## config.mk

```make
export PLATFORM = sky130hd
export DESIGN_NAME = hazard_stall_controller_flat
export DESIGN_NICKNAME = d
export VERILOG_FILES = /design/src/rtl/hazard_stall_controller_pkg.sv /design/src/rtl/hazard_stall_controller_if.sv /design/src/rtl/hazard_stall_controller_mem_wait_fsm.sv /design/src/rtl/hazard_stall_controller.sv /design/src/flat_wrapper.sv
export SDC_FILE = /design/constraint.sdc
export NUM_CORES = 1
export LEC_CHECK = 0
export CORE_MARGIN = 5
export CORE_UTILIZATION = 38
export CTS_CLUSTER_SIZE = 20
export DETAILED_ROUTE_END_ITERATION = 12
export HOLD_SLACK_MARGIN = 0.08
export PLACE_DENSITY = 0.79
export SLEW_MARGIN = 40
export SYNTH_ARGS = -nofsm -noshare
export SYNTH_HDL_FRONTEND = slang
export SYNTH_SLANG_ARGS = --single-unit
```

## constraint.sdc

```tcl
create_clock -name clk -period 1.7 [get_ports clk]
set_input_delay 0.255 -clock clk [delete_from_list [all_inputs] [get_ports clk]]
set_output_delay 0.255 -clock clk [all_outputs]
set_load 0.01 [all_outputs]
```

## src/rtl/hazard_stall_controller_pkg.sv

```systemverilog
// Shared encodings for the hazard/stall controller: memory FSM states and default widths.
package hazard_ctrl_pkg;
   localparam int DEF_REG_W = 5;
   localparam int ST_W      = 2;

   typedef enum logic [ST_W-1:0] {
      M_IDLE = 2'd0,
      M_WAIT = 2'd1,
      M_DONE = 2'd2
   } mem_state_e;
endpackage

```

## src/rtl/hazard_stall_controller_if.sv

```systemverilog
// Pipeline-side signal bundle of the hazard/stall controller; slave = controller, master = pipeline.
interface hazard_stall_controller_if import hazard_ctrl_pkg::*; #(
   parameter int REG_W = DEF_REG_W
);
   logic             forwarding_enable;
   logic [REG_W-1:0] id_src1;
   logic [REG_W-1:0] id_src2;
   logic [REG_W-1:0] id_src3;
   logic             id_src2_used;
   logic             id_src3_used;
   logic [REG_W-1:0] exe_dest;
   logic             exe_wb_en;
   logic             exe_mem_r_en;
   logic [REG_W-1:0] mem_dest;
   logic             mem_wb_en;
   logic             branch_taken;
   logic             mem_req;
   logic             mem_ready;
   logic             hazard_stall;
   logic             flush_if_id;
   logic             pipe_freeze;
   logic             mem_start;
   logic             mem_timeout;
   logic [ST_W-1:0]  mem_state;

   modport slave (
      input  forwarding_enable, id_src1, id_src2, id_src3, id_src2_used, id_src3_used,
      input  exe_dest, exe_wb_en, exe_mem_r_en, mem_dest, mem_wb_en,
      input  branch_taken, mem_req, mem_ready,
      output hazard_stall, flush_if_id, pipe_freeze, mem_start, mem_timeout, mem_state
   );

   modport master (
      output forwarding_enable, id_src1, id_src2, id_src3, id_src2_used, id_src3_used,
      output exe_dest, exe_wb_en, exe_mem_r_en, mem_dest, mem_wb_en,
      output branch_taken, mem_req, mem_ready,
      input  hazard_stall, flush_if_id, pipe_freeze, mem_start, mem_timeout, mem_state
   );
endinterface

```

## src/rtl/hazard_stall_controller_mem_wait_fsm.sv

```systemverilog
// MEM-stage SRAM wait sequencer: start pulse, whole-pipeline freeze, bounded wait, sticky timeout.
//
// state  | meaning
// M_IDLE | no access; a request starts one and freezes this cycle
// M_WAIT | waiting for mem_ready, pipeline frozen, timeout timer running
// M_DONE | access complete (or abandoned), pipeline advances one cycle
module mem_wait_fsm import hazard_ctrl_pkg::*; #(
   parameter int WAIT_MAX = 15
) (
   input  logic            clk,
   input  logic            rst_n,
   input  logic            mem_req,
   input  logic            mem_ready,
   output logic            pipe_freeze,
   output logic            mem_start,
   output logic            mem_timeout,
   output logic [ST_W-1:0] mem_state
);
   localparam int            CNT_W = (WAIT_MAX > 1) ? $clog2(WAIT_MAX) : 1;
   localparam logic [CNT_W-1:0] LOAD = CNT_W'((WAIT_MAX > 0) ? (WAIT_MAX - 1) : 0);

   mem_state_e       state_q, state_d;
   logic [CNT_W-1:0] cnt_q, cnt_d;
   logic             timeout_q, timeout_d;
   logic             freeze_raw, start_raw;

   always_ff @(posedge clk or negedge rst_n) begin
      if (!rst_n) begin
         state_q   <= M_IDLE;
         cnt_q     <= '0;
         timeout_q <= 1'b0;
      end else begin
         state_q   <= state_d;
         cnt_q     <= cnt_d;
         timeout_q <= timeout_d;
      end
   end

   // Timer counts down from WAIT_MAX-1; terminal count in the WAIT_MAX-th wait cycle.
   always_comb begin
      state_d    = state_q;
      cnt_d      = cnt_q;
      timeout_d  = timeout_q;
      freeze_raw = 1'b0;
      start_raw  = 1'b0;
      case (state_q)
         M_IDLE: begin
            cnt_d = '0;
            if (mem_req) begin
               start_raw  = 1'b1;
               freeze_raw = 1'b1;
               cnt_d      = LOAD;
               state_d    = M_WAIT;
            end
         end
         M_WAIT: begin
            freeze_raw = 1'b1;
            if (mem_ready) begin
               state_d = M_DONE;
            end else if ((WAIT_MAX != 0) && (cnt_q == '0)) begin
               timeout_d = 1'b1;
               state_d   = M_DONE;
            end else begin
               cnt_d = cnt_q - CNT_W'(1);
            end
         end
         M_DONE: begin
            cnt_d   = '0;
            state_d = M_IDLE;
         end
         default: begin
            cnt_d   = '0;
            state_d = M_IDLE;
         end
      endcase
   end

   assign pipe_freeze = rst_n && freeze_raw;
   assign mem_start   = rst_n && start_raw;
   assign mem_timeout = timeout_q;
   assign mem_state   = state_q;
endmodule

```

## src/rtl/hazard_stall_controller.sv

```systemverilog
// Hazard detection plus stall/flush/freeze arbitration for the pipeline.
// Optional MEM_PERF_EN adds saturating stall_cnt / freeze_cnt outputs.
module hazard_stall_controller import hazard_ctrl_pkg::*; #(
   parameter int REG_W    = DEF_REG_W,
   parameter int WAIT_MAX = 15,
   parameter int ZERO_IGN = 1,
   parameter int CNT_W    = 32
) (
   input  logic                    clk,
   input  logic                    rst_n,
   hazard_stall_controller_if.slave bus
`ifdef MEM_PERF_EN
   ,
   output logic [CNT_W-1:0]        stall_cnt,
   output logic [CNT_W-1:0]        freeze_cnt
`endif
);
   logic pipe_freeze;
   logic raw_exe, raw_mem, haz;

   function automatic logic reg_match(input logic [REG_W-1:0] x, input logic [REG_W-1:0] r);
      return (x == r) && ((r != '0) || (ZERO_IGN == 0));
   endfunction

   always_comb begin
      raw_exe = bus.exe_wb_en &&
                (reg_match(bus.id_src1, bus.exe_dest) ||
                 (bus.id_src2_used && reg_match(bus.id_src2, bus.exe_dest)) ||
                 (bus.id_src3_used && reg_match(bus.id_src3, bus.exe_dest)));
      raw_mem = bus.mem_wb_en &&
                (reg_match(bus.id_src1, bus.mem_dest) ||
                 (bus.id_src2_used && reg_match(bus.id_src2, bus.mem_dest)) ||
                 (bus.id_src3_used && reg_match(bus.id_src3, bus.mem_dest)));
      // With forwarding on, only a load in EXE cannot be bypassed in time.
      haz = bus.forwarding_enable ? (raw_exe && bus.exe_mem_r_en) : (raw_exe || raw_mem);
   end

   assign bus.hazard_stall = rst_n && haz && !bus.branch_taken && !pipe_freeze;
   assign bus.flush_if_id  = rst_n && bus.branch_taken && !pipe_freeze;
   assign bus.pipe_freeze  = pipe_freeze;

   mem_wait_fsm #(.WAIT_MAX(WAIT_MAX)) u_mem_wait_fsm (
      .clk         (clk),
      .rst_n       (rst_n),
      .mem_req     (bus.mem_req),
      .mem_ready   (bus.mem_ready),
      .pipe_freeze (pipe_freeze),
      .mem_start   (bus.mem_start),
      .mem_timeout (bus.mem_timeout),
      .mem_state   (bus.mem_state)
   );

`ifdef MEM_PERF_EN
   logic [CNT_W-1:0] stall_cnt_q, stall_cnt_d;
   logic [CNT_W-1:0] freeze_cnt_q, freeze_cnt_d;

   always_ff @(posedge clk or negedge rst_n) begin
      if (!rst_n) begin
         stall_cnt_q  <= '0;
         freeze_cnt_q <= '0;
      end else begin
         stall_cnt_q  <= stall_cnt_d;
         freeze_cnt_q <= freeze_cnt_d;
      end
   end

   always_comb begin
      stall_cnt_d  = stall_cnt_q;
      freeze_cnt_d = freeze_cnt_q;
      if (bus.hazard_stall && (stall_cnt_q != '1))
         stall_cnt_d = stall_cnt_q + CNT_W'(1);
      if (pipe_freeze && (freeze_cnt_q != '1))
         freeze_cnt_d = freeze_cnt_q + CNT_W'(1);
   end

   assign stall_cnt  = stall_cnt_q;
   assign freeze_cnt = freeze_cnt_q;
`endif
endmodule

```

## src/flat_wrapper.sv

```systemverilog
// flat-port wrapper written by rule: the top's interface ports become plain ports
module hazard_stall_controller_flat import hazard_ctrl_pkg::*;
#(
   parameter int REG_W    = DEF_REG_W,
   parameter int WAIT_MAX = 15,
   parameter int ZERO_IGN = 1,
   parameter int CNT_W    = 32
)
  (clk, rst_n, bus_forwarding_enable, bus_id_src1, bus_id_src2, bus_id_src3, bus_id_src2_used, bus_id_src3_used, bus_exe_dest, bus_exe_wb_en, bus_exe_mem_r_en, bus_mem_dest, bus_mem_wb_en, bus_branch_taken, bus_mem_req, bus_mem_ready, bus_hazard_stall, bus_flush_if_id, bus_pipe_freeze, bus_mem_start, bus_mem_timeout, bus_mem_state);
  hazard_stall_controller_if #(.REG_W(REG_W)) bus_i ();
  input  logic clk;
  input  logic rst_n;
  input wire logic [$bits(bus_i.forwarding_enable)-1:0] bus_forwarding_enable;
  input wire logic [$bits(bus_i.id_src1)-1:0] bus_id_src1;
  input wire logic [$bits(bus_i.id_src2)-1:0] bus_id_src2;
  input wire logic [$bits(bus_i.id_src3)-1:0] bus_id_src3;
  input wire logic [$bits(bus_i.id_src2_used)-1:0] bus_id_src2_used;
  input wire logic [$bits(bus_i.id_src3_used)-1:0] bus_id_src3_used;
  input wire logic [$bits(bus_i.exe_dest)-1:0] bus_exe_dest;
  input wire logic [$bits(bus_i.exe_wb_en)-1:0] bus_exe_wb_en;
  input wire logic [$bits(bus_i.exe_mem_r_en)-1:0] bus_exe_mem_r_en;
  input wire logic [$bits(bus_i.mem_dest)-1:0] bus_mem_dest;
  input wire logic [$bits(bus_i.mem_wb_en)-1:0] bus_mem_wb_en;
  input wire logic [$bits(bus_i.branch_taken)-1:0] bus_branch_taken;
  input wire logic [$bits(bus_i.mem_req)-1:0] bus_mem_req;
  input wire logic [$bits(bus_i.mem_ready)-1:0] bus_mem_ready;
  output wire logic [$bits(bus_i.hazard_stall)-1:0] bus_hazard_stall;
  output wire logic [$bits(bus_i.flush_if_id)-1:0] bus_flush_if_id;
  output wire logic [$bits(bus_i.pipe_freeze)-1:0] bus_pipe_freeze;
  output wire logic [$bits(bus_i.mem_start)-1:0] bus_mem_start;
  output wire logic [$bits(bus_i.mem_timeout)-1:0] bus_mem_timeout;
  output wire logic [$bits(bus_i.mem_state)-1:0] bus_mem_state;
  assign bus_i.forwarding_enable = bus_forwarding_enable;
  assign bus_i.id_src1 = bus_id_src1;
  assign bus_i.id_src2 = bus_id_src2;
  assign bus_i.id_src3 = bus_id_src3;
  assign bus_i.id_src2_used = bus_id_src2_used;
  assign bus_i.id_src3_used = bus_id_src3_used;
  assign bus_i.exe_dest = bus_exe_dest;
  assign bus_i.exe_wb_en = bus_exe_wb_en;
  assign bus_i.exe_mem_r_en = bus_exe_mem_r_en;
  assign bus_i.mem_dest = bus_mem_dest;
  assign bus_i.mem_wb_en = bus_mem_wb_en;
  assign bus_i.branch_taken = bus_branch_taken;
  assign bus_i.mem_req = bus_mem_req;
  assign bus_i.mem_ready = bus_mem_ready;
  assign bus_hazard_stall = bus_i.hazard_stall;
  assign bus_flush_if_id = bus_i.flush_if_id;
  assign bus_pipe_freeze = bus_i.pipe_freeze;
  assign bus_mem_start = bus_i.mem_start;
  assign bus_mem_timeout = bus_i.mem_timeout;
  assign bus_mem_state = bus_i.mem_state;
  hazard_stall_controller #(.REG_W(REG_W), .WAIT_MAX(WAIT_MAX), .ZERO_IGN(ZERO_IGN), .CNT_W(CNT_W)) u_core (.clk(clk), .rst_n(rst_n), .bus(bus_i));
endmodule
```

# [After elaboration in Yosys (flattened, before gate mapping)]
# Cells that the tools add are included.
[op_classes] add_sub_neg=1 n_mul=0 div=0 n_lt_le_gt_ge=0 eq_ne=11 shifts=0 mux=12 bitwise=1 reduce_logical=34
[ops] cell="equality test 5 bit" count=6
[ops] cell="logical AND 1 bit" count=20
[ops] cell="2-to-1 mux 4 bit" count=3
[ops] cell="nonzero test 5 bit" count=2
[ops] cell="case mux 4 bit (2 select lines)" count=1
[ops] cell="2-to-1 mux 2 bit" count=3
[ops] cell="!= test 2 bit (second input constant)" count=3
[ops] cell="logical OR 1 bit" count=5
[ops] cell="logical NOT 4 bit" count=1
[ops] cell="case mux 2 bit (2 select lines)" count=1
[ops] cell="AND reduction 2 bit" count=2
[ops] cell="subtractor 4 x 1 -> 4 bit (second input constant)" count=1
[ops] cell="2-to-1 mux 1 bit" count=3
[ops] cell="!= test 3 bit (second input constant)" count=1
[ops] cell="AND reduction 3 bit" count=1
[ops] cell="equality test 2 x 1 -> 1 bit (second input constant)" count=1
[ops] cell="logical NOT 1 bit" count=2
[ops] cell="logical NOT 2 bit" count=1
[ops] cell="case mux 1 bit (2 select lines)" count=1
[ops] cell="inverter 1 bit" count=1
[word_totals] register_bits=7 latch_bits=0 ram_bits=0 romBits=0 inputBits=36 output_inout_bits=7 word_cells=62 memories=0

# [Longest topological paths before layout]
# Gate-level depths: netlist (run 1).
[depth] ltp_word=11 ltp_mapped=7 ltp_nobuf=7

# [Cells and area by module]
# Synthesis (run 1) repeated with hierarchy kept, for this count alone.
[unflattened] cells_unflattened=93 area_unflattened_um2=779.5
[modules_own_cells] mod="hazard_stall_controller" instances=1 cells_per_inst=54 area_each_um2=404.1 seq_area_each_um2=0.0
[modules_own_cells] mod="mem_wait_fsm" instances=1 cells_per_inst=39 area_each_um2=375.4 seq_area_each_um2=175.2

# [Least setup slack after synthesis (run 1)]
# Ideal clock, no wire load.
[synth_timing] path_type="reg-to-output" from="register u_core.u_mem_wait_fsm.state_q[0], in the netlist u_core.u_mem_wait_fsm.mem_state[0]" to="output bus_hazard_stall" arrival_ns=1.204 required_ns=1.445 setup_slack_ns=0.241 stages_incl_launch_ff=6 n_path_buf=0 path_cell_list="dfrtp_1 o21bai_1 nand2_1 nor2_1 o2111ai_1 o22ai_1"
[synth_via] elab_chain_len=5 elab_cells_between_ends=6 cone_classes="eq/ne: 1; mux: 1; reduce/logical: 4"
[synth_rtl] item="from (decl)" line_no="hazard_stall_controller_mem_wait_fsm.sv:22" rtl="mem_state_e state_q, state_d;"
[synth_rtl] item="from (signal assigned)" line_no="hazard_stall_controller_mem_wait_fsm.sv:33" rtl="state_q <= state_d;"
[synth_rtl] item="equality test 2 x 1 -> 1 bit or logical NOT 2 bit (tied branches)" line_no="hazard_stall_controller_mem_wait_fsm.sv:46" rtl="case (state_q)"
[synth_rtl] item="case mux 1 bit (2 select lines) *" line_no="hazard_stall_controller_mem_wait_fsm.sv:46"
[synth_rtl] item="logical AND 1 bit *" line_no="hazard_stall_controller_mem_wait_fsm.sv:78" rtl="assign pipe_freeze = rst_n && freeze_raw;"
[synth_rtl] item="logical NOT 1 bit *" line_no="hazard_stall_controller.sv:38" rtl="assign bus.hazard_stall = rst_n && haz && !bus.branch_taken && !pipe_freeze;"
[synth_rtl] item="logical AND 1 bit *" line_no="hazard_stall_controller.sv:38"
[synth_rtl] item="to (decl)" line_no="flat_wrapper.sv:27" rtl="output wire logic [$bits(bus_i.hazard_stall)-1:0] bus_hazard_stall;"
# Mark *: on every way between the ends. The rest lies on a longest branch, timed or not.

# [Worst setup path after layout (run 1)]
[layout_timing] from="input bus_exe_dest[1]" to="output bus_hazard_stall"
[layout_via] elab_chain_len=11 elab_cells_between_ends=18 cone_classes="eq/ne: 3; mux: 1; reduce/logical: 14"
[layout_rtl] item="from (decl)" line_no="flat_wrapper.sv:19" rtl="input wire logic [$bits(bus_i.exe_dest)-1:0] bus_exe_dest;"
[layout_rtl] item="equality test 5 bit or nonzero test 5 bit (tied branches)" line_no="hazard_stall_controller.sv:22" rtl="return (x == r) && ((r != '0) || (ZERO_IGN == 0));"
[layout_rtl] item="logical AND 1 bit" line_no="hazard_stall_controller.sv:22"
[layout_rtl] item="logical AND 1 bit" line_no="hazard_stall_controller.sv:28" rtl="(bus.id_src2_used && reg_match(bus.id_src2, bus.exe_dest)) ||"
[layout_rtl] item="logical OR 1 bit" line_no="hazard_stall_controller.sv:27" rtl="(reg_match(bus.id_src1, bus.exe_dest) ||"
[layout_rtl] item="logical OR 1 bit *" line_no="hazard_stall_controller.sv:28"
[layout_rtl] item="logical AND 1 bit *" line_no="hazard_stall_controller.sv:26" rtl="raw_exe = bus.exe_wb_en &&"
[layout_rtl] item="logical OR 1 bit or logical AND 1 bit (tied branches)" line_no="hazard_stall_controller.sv:35" rtl="haz = bus.forwarding_enable ? (raw_exe && bus.exe_mem_r_en) : (raw_exe || raw_mem);"
[layout_rtl] item="2-to-1 mux 1 bit *" line_no="hazard_stall_controller.sv:35"
[layout_rtl] item="logical AND 1 bit * (3 in series)" line_no="hazard_stall_controller.sv:38"
# Marks and branches as above.

==> impl_metrics.tcl, run 1 <==
set metrics [dict create \
    swShare_pct 40.3 \
    switching_power_uw 508 \
    ys.flop_type "dfrtp_1" \
    syn_area_per_cell_um2 8.06 \
    max_slew_margin_pct 76.8 \
    yosysSeqAreaShare_pct 22.9 \
    drt-met1-wl_mm 1.14 \
    hold_buffers 0 \
    dieArea_um2 3010 \
    overflow 0 \
    place_area_um2 1350 \
    holdWs_ns 0.328 \
    die_w_um 54.9 \
    wl_per_cell_um 15.6 \
    grt_max_degree 11 \
    netlist_instances 95 \
    synth_edf_count 0 \
    fin_nets 197 \
    start_util_pct 39.4 \
    p_clk_share_pct 12.1 \
    path_max_fanout 4 \
    yosys_warnings 0 \
    grt_pass1_wl_mm 4.52 \
    pwr-share-seq_pct 24.2 \
    tritoncts.num_buffers 3 \
    tightest_slew_ns 0.346 \
    yosysTopAreaCellShare_pct 25.2 \
    rows 16 \
    clock_latency_ns 0.25 \
    io_pins 43 \
    max_freq_mhz 550 \
    wirelength_mm 2.88 \
    reg2reg_to "u_core.u_mem_wait_fsm.cnt_q[2]" \
    p_int_uw 752 \
    seqCellArea_um2 175 \
    grt_antenna_before_repair 0 \
    clock_sinks 7 \
    drt_iter0_markers 24 \
    grtUsageTotal_pct 20.9 \
    drv_cap 0 \
    synth_top_area_cell "xor2_1" \
    die_h_um 54.9 \
    final_common_cell "xor2_1" \
    syn_nets 133 \
    cp.required_ns 1.44 \
    finish.instance_area_um2 1390 \
    clk_pin_slew_ns 0.05 \
    setup_slack_ns -0.119 \
    r2r_slack_ns 0.18 \
    violations "setup timing" \
    ys_ff_latch 7 \
    finalCritPeriodShare_pct 107 \
    grt_setup_unrepaired "yes" \
    crit_arrival_ns 1.56 \
    fillers 163 \
    start_kind "input port" \
    async_reset_ff_share_pct 100 \
    port_buffers 42 \
    layout_common_cells "22 x xor2_1, 16 x dlygate4sd2_1, 15 x buf_4, 14 x clkdlybuf4s50_1" \
    post_cts_buffers 0 \
    combPwrFrac_pct 63.6 \
    syn_to_final_growth_pct 81.0 \
    rr_startpoint "u_core.u_mem_wait_fsm.cnt_q[0]" \
    hpwl_mm 2.42 \
    met2_length_mm 1.53 \
    crit_type "in -> out" \
    status "finished with violations" \
    drtAntennaViolNets 0 \
    avgViaCountPerCell 5.10 \
    drcViolationCount 0 \
    core_um2 1940 \
    grt_pass1_vias 1024 \
    maxSlewViolCount 0 \
    cts_htree_levels 1 \
    cts_tree "done" \
    hold_viol_final 0 \
    p_leak_nw 0.632 \
    hold_class "in -> async" \
    clock_skew_ns 0.000596 \
    period_needed_ns 1.82 \
    worstSetupEndpointType "primary output" \
    vdd_drop_max_mv 1.09 \
    first_pass_iters 5 \
    dr_total_vias 944 \
    layout-drive-gt1-share_pct 22.2 \
    ys_top_cells_by_area "xor2_1 25%, dfrtp_1 23%, xnor2_1 10%" \
    power.density_nw_per_um2 909 \
    worstRegToRegCells 7 \
    syn_area_um2 766 \
    highest_layer "met4" \
    cts-root-buf "clkbuf_4" \
    n_antenna_cell 0 \
    finalSetupViolCount 1 \
    ys_types 25 \
    gp_congestion 0.901 \
    multi_input_area_um2 608 \
    cts_buffer_depth 2 \
    wl_met3_um 174 \
]
==> routing by layer <==
layer | vias up | GRT usage [%]
met5 | - | 0
met4 | 0 | 8.50
met3 | 6 | 4.02
met2 | 45 | 35.8
met1 | 434 | 25.5
li1 | 459 | -
==> per-stage QoR <==
stage / setup WS, ns / instances / utilization [%] / total power [mW] / TNS (ns)
finish: -0.119 / 185 / 71.4 / 1.26 / -0.119
global placement: -0.788 / 181 / 69.4 / 1.04 / -1.37
global route: -0.212 / 185 / 71.4 / 1.37 / -0.212
floorplan: 0.241 / 95 / - / 0.674 / 0
detailed placement: -0.862 / 181 / 69.4 / 1.08 / -1.47
CTS: -0.163 / 185 / 69.8 / 1.22 / -0.163
==> what timing repair did <==
item | CTS | global route
setup endpoints to repair | 4 | 4
resized for setup | 39 | 17
pin swaps | 11 | 11
cloned | 0 | 0
==> state kept, by name, summed over array words and instances, names as in the netlist <==
register                           flops
u_core.u_mem_wait_fsm.mem_timeout      1
u_core.u_mem_wait_fsm.mem_state        2
u_core.u_mem_wait_fsm.cnt_q            4
==> how the worst max path moves through the flow <==
stage / endpoint / startpoint / cells past startpoint / slack, ns
after floorplan: bus_hazard_stall / u_core.u_mem_wait_fsm.mem_state[0] / 5 / 0.24
after global placement: bus_hazard_stall / bus_exe_dest[2] / 7 / -0.79
after detailed placement: bus_hazard_stall / bus_exe_dest[2] / 7 / -0.86
after CTS: bus_hazard_stall / bus_mem_dest[4] / 8 / -0.16
after global routing: bus_hazard_stall / bus_id_src2[3] / 7 / -0.21
final: bus_hazard_stall / bus_exe_dest[1] / 7 / -0.12
==> power groups by stage <==
stage                     registers, mW  logic [mW]  clock network, mW
after floorplan                   0.321       0.353                  0
after global placement            0.298       0.745                  0
after detailed placement          0.302       0.775                  0
after CTS                         0.301       0.767              0.155
after global routing              0.317       0.873              0.176
final                             0.305       0.802              0.153
==> synthesized netlist by cell type (all sizes together) (3+ instances only) <==
| library cell | n |
|---|---|
| nand2 | 3 |
| nor2 | 11 |
| dfrtp | 7 |
| and3 | 3 |
| xnor2 | 9 |
| nor4 | 4 |
| nand3 | 7 |
| nor3 | 5 |
| inv | 5 |
| xor2 | 22 |
==> logic make-up after synthesis <==
group           count (synthesis)  synth area share [%]
simple gates                   39                  26.1
buf+inv                         5                  2.45
compound gates                 11                  9.80
fa+ha+maj                       2                  3.27
flops                           7                  22.9
xor+xnor                       31                  35.5
==> layout make-up <==
class                      instances  share of cell area (%)
timing repair buffer              59                    37.8
inverter                           5                    1.35
multi-input combinational         83                    43.9
sequential                         7                    12.6
clock buffer                       4                    1.90
tap                               27                    2.44
==> worst max-delay path, cell delays in order <==
cell and delay (ns):
clkdlybuf4s15_2 0.23, xor2_1 0.18, nor4_1 0.28, nand3_1 0.11, and3_1 0.19, o22ai_1 0.16, buf_2 0.16
Note: power is estimated with default switching activity, not from simulation.
==> run 2: changes to the inputs <==
PLACE_DENSITY = not set   (was 0.79)
PLACE_DENSITY_LB_ADDON = 0.1   (was not set)
TNS_END_PERCENT = 30   (was not set)
==> impl_metrics.tcl, run 2 (synthesis gave the netlist of run 1 again) <==
set metrics [dict create \
    status "finished with violations" \
    violations "setup timing" \
    grtUsageTotal_pct 18.3 \
    max_freq_mhz 563 \
    layout_common_cells "21 x xor2_1, 14 x clkdlybuf4s50_1, 14 x buf_4, 10 x dlygate4sd2_1" \
    cpLargestDelayFamily "buffers and inverters" \
    cts_buffer_depth 2 \
    die_w_um 54.9 \
    setup_slack_ns -0.0767 \
    drv_cap 0 \
    clock_latency_ns 0.25 \
    tightest_slew_ns 0.336 \
    hold_class "in -> async" \
    cp_cell_sequence "clkdlybuf4s50_1, xnor2_1, nand3_1, and3_1, o22ai_1, buf_2" \
    cpMaxStageDelayCell "clkdlybuf4s50_1" \
    period_needed_ns 1.78 \
    max_slew_margin_pct 77.5 \
    crit_type "in -> out" \
    vdd_drop_max_mv 1.10 \
    maxSlewViolCount 0 \
    wl_per_cell_um 14.8 \
    max_stage_delay_ns 0.52 \
    start_util_pct 39.4 \
    fin_nets 195 \
    rows 16 \
    gp_congestion 0.874 \
    dr_total_vias 906 \
    avgViaCountPerCell 4.95 \
    finalSetupViolCount 1 \
    cts_tree "done" \
    grt_max_degree 11 \
    seqCellArea_um2 175 \
    grt_pass1_wl_mm 3.88 \
    grt_setup_unrepaired "yes" \
    power.density_nw_per_um2 879 \
    port_buffers 42 \
    largest-register "u_core.u_mem_wait_fsm.cnt_q" \
    layout-drive-gt1-share_pct 22.4 \
    hpwl_mm 2.16 \
    clock_sinks 7 \
    cp.buffers_inverters 2 \
    multi_input_area_um2 624 \
    crit_arrival_ns 1.52 \
    final_common_cell "xor2_1" \
    worstSetupEndpointType "primary output" \
    first_pass_iters 4 \
    cts-root-buf "clkbuf_4" \
    overflow 0 \
    grt_pass1_vias 889 \
    finalNonFillerCells 183 \
    die_h_um 54.9 \
    syn_to_final_growth_pct 81.9 \
    grt_antenna_before_repair 0 \
    final_util_pct 71.7 \
    post_cts_buffers 0 \
    drcViolationCount 0 \
    path_max_fanout 2 \
    place_worst_setup_slack_ns -0.893 \
    hold_viol_final 0 \
    largest_reg_flops 4 \
    drtAntennaViolNets 0 \
    p_leak_nw 0.670 \
    drt_iter0_markers 14 \
    dieArea_um2 3010 \
    fillers 157 \
    power_mw 1.22 \
    start_kind "input port" \
    wirelength_mm 2.71 \
    fin_tns_setup_ns -0.0767 \
    cp.required_ns 1.44 \
    place_inst 179 \
    core_um2 1940 \
    clk_pin_slew_ns 0.05 \
    tritoncts.num_buffers 3 \
    cts_htree_levels 1 \
    finalCritPeriodShare_pct 105 \
    n_antenna_cell 0 \
    clock_skew_ns 0.000628 \
    io_pins 43 \
]
## run 2: cell types whose count changed in the layout (fill, tap and decap cells not counted), sizes merged
cell	delta
dlygate4sd2	-6
dlymetal6s2s	+6
buf	-3
clkbuf	+3
clkdlybuf4s15	-2
## run 2: through the flow
step	cell area (um2)	hold WS [ns]
global placement	1330	0.449
floorplan	766	-0.0406
detailed placement	1330	0.451
global route	1390	0.369
finish	1390	0.371
CTS	1360	0.369
## run 2: path summary, 6_finish.rpt
kind	startpoint	endpoint	slack [ns]	depth (start not counted)
min reg2reg	u_core.u_mem_wait_fsm.mem_timeout	u_core.u_mem_wait_fsm.mem_timeout	0.46	1
min	rst_n	u_core.u_mem_wait_fsm.mem_timeout	0.37	2
max reg2reg	u_core.u_mem_wait_fsm.cnt_q[0]	u_core.u_mem_wait_fsm.cnt_q[2]	0.18	7
min in group clk	u_core.u_mem_wait_fsm.mem_timeout	u_core.u_mem_wait_fsm.mem_timeout	0.46	1
max	bus_id_src1[0]	bus_hazard_stall	-0.08	6
max in group asynchronous	rst_n	u_core.u_mem_wait_fsm.cnt_q[3]	1.22	2
## run 2: layout make-up
class / instances / area share (%)
multi-input cells: 83 / 44.8
inverters: 5 / 1.35
repair buffers: 57 / 36.9
clock buffers: 4 / 1.89
well taps: 27 / 2.43
flip-flops and latches: 7 / 12.6
## run 2: timing repair
action                     4_1_cts  5_1_grt
hold endpoints to repair         0        0
hold buffers                     0        0
pin swaps                        6       16
setup endpoints to repair        4        3
gates resized for setup         28       28
## run 2: per-layer routing
metal	global-route usage (%)	part of all wire (%)	up-vias
met4	7.29	2.0	0
met1	25.5	42	407
met5	0	0	-
li1	-	-	451
met2	26.8	49	40
met3	4.83	7.6	8
## run 2: where the power goes
| part | leakage [nW] | internal, mW | switching, mW |
|---|---|---|---|
| combinational | 0.569 | 0.401 | 0.367 |
| sequential | 0.0860 | 0.247 | 0.0623 |
| clock | 0.0150 | 0.0894 | 0.0580 |
| total | 0.670 | 0.738 | 0.487 |
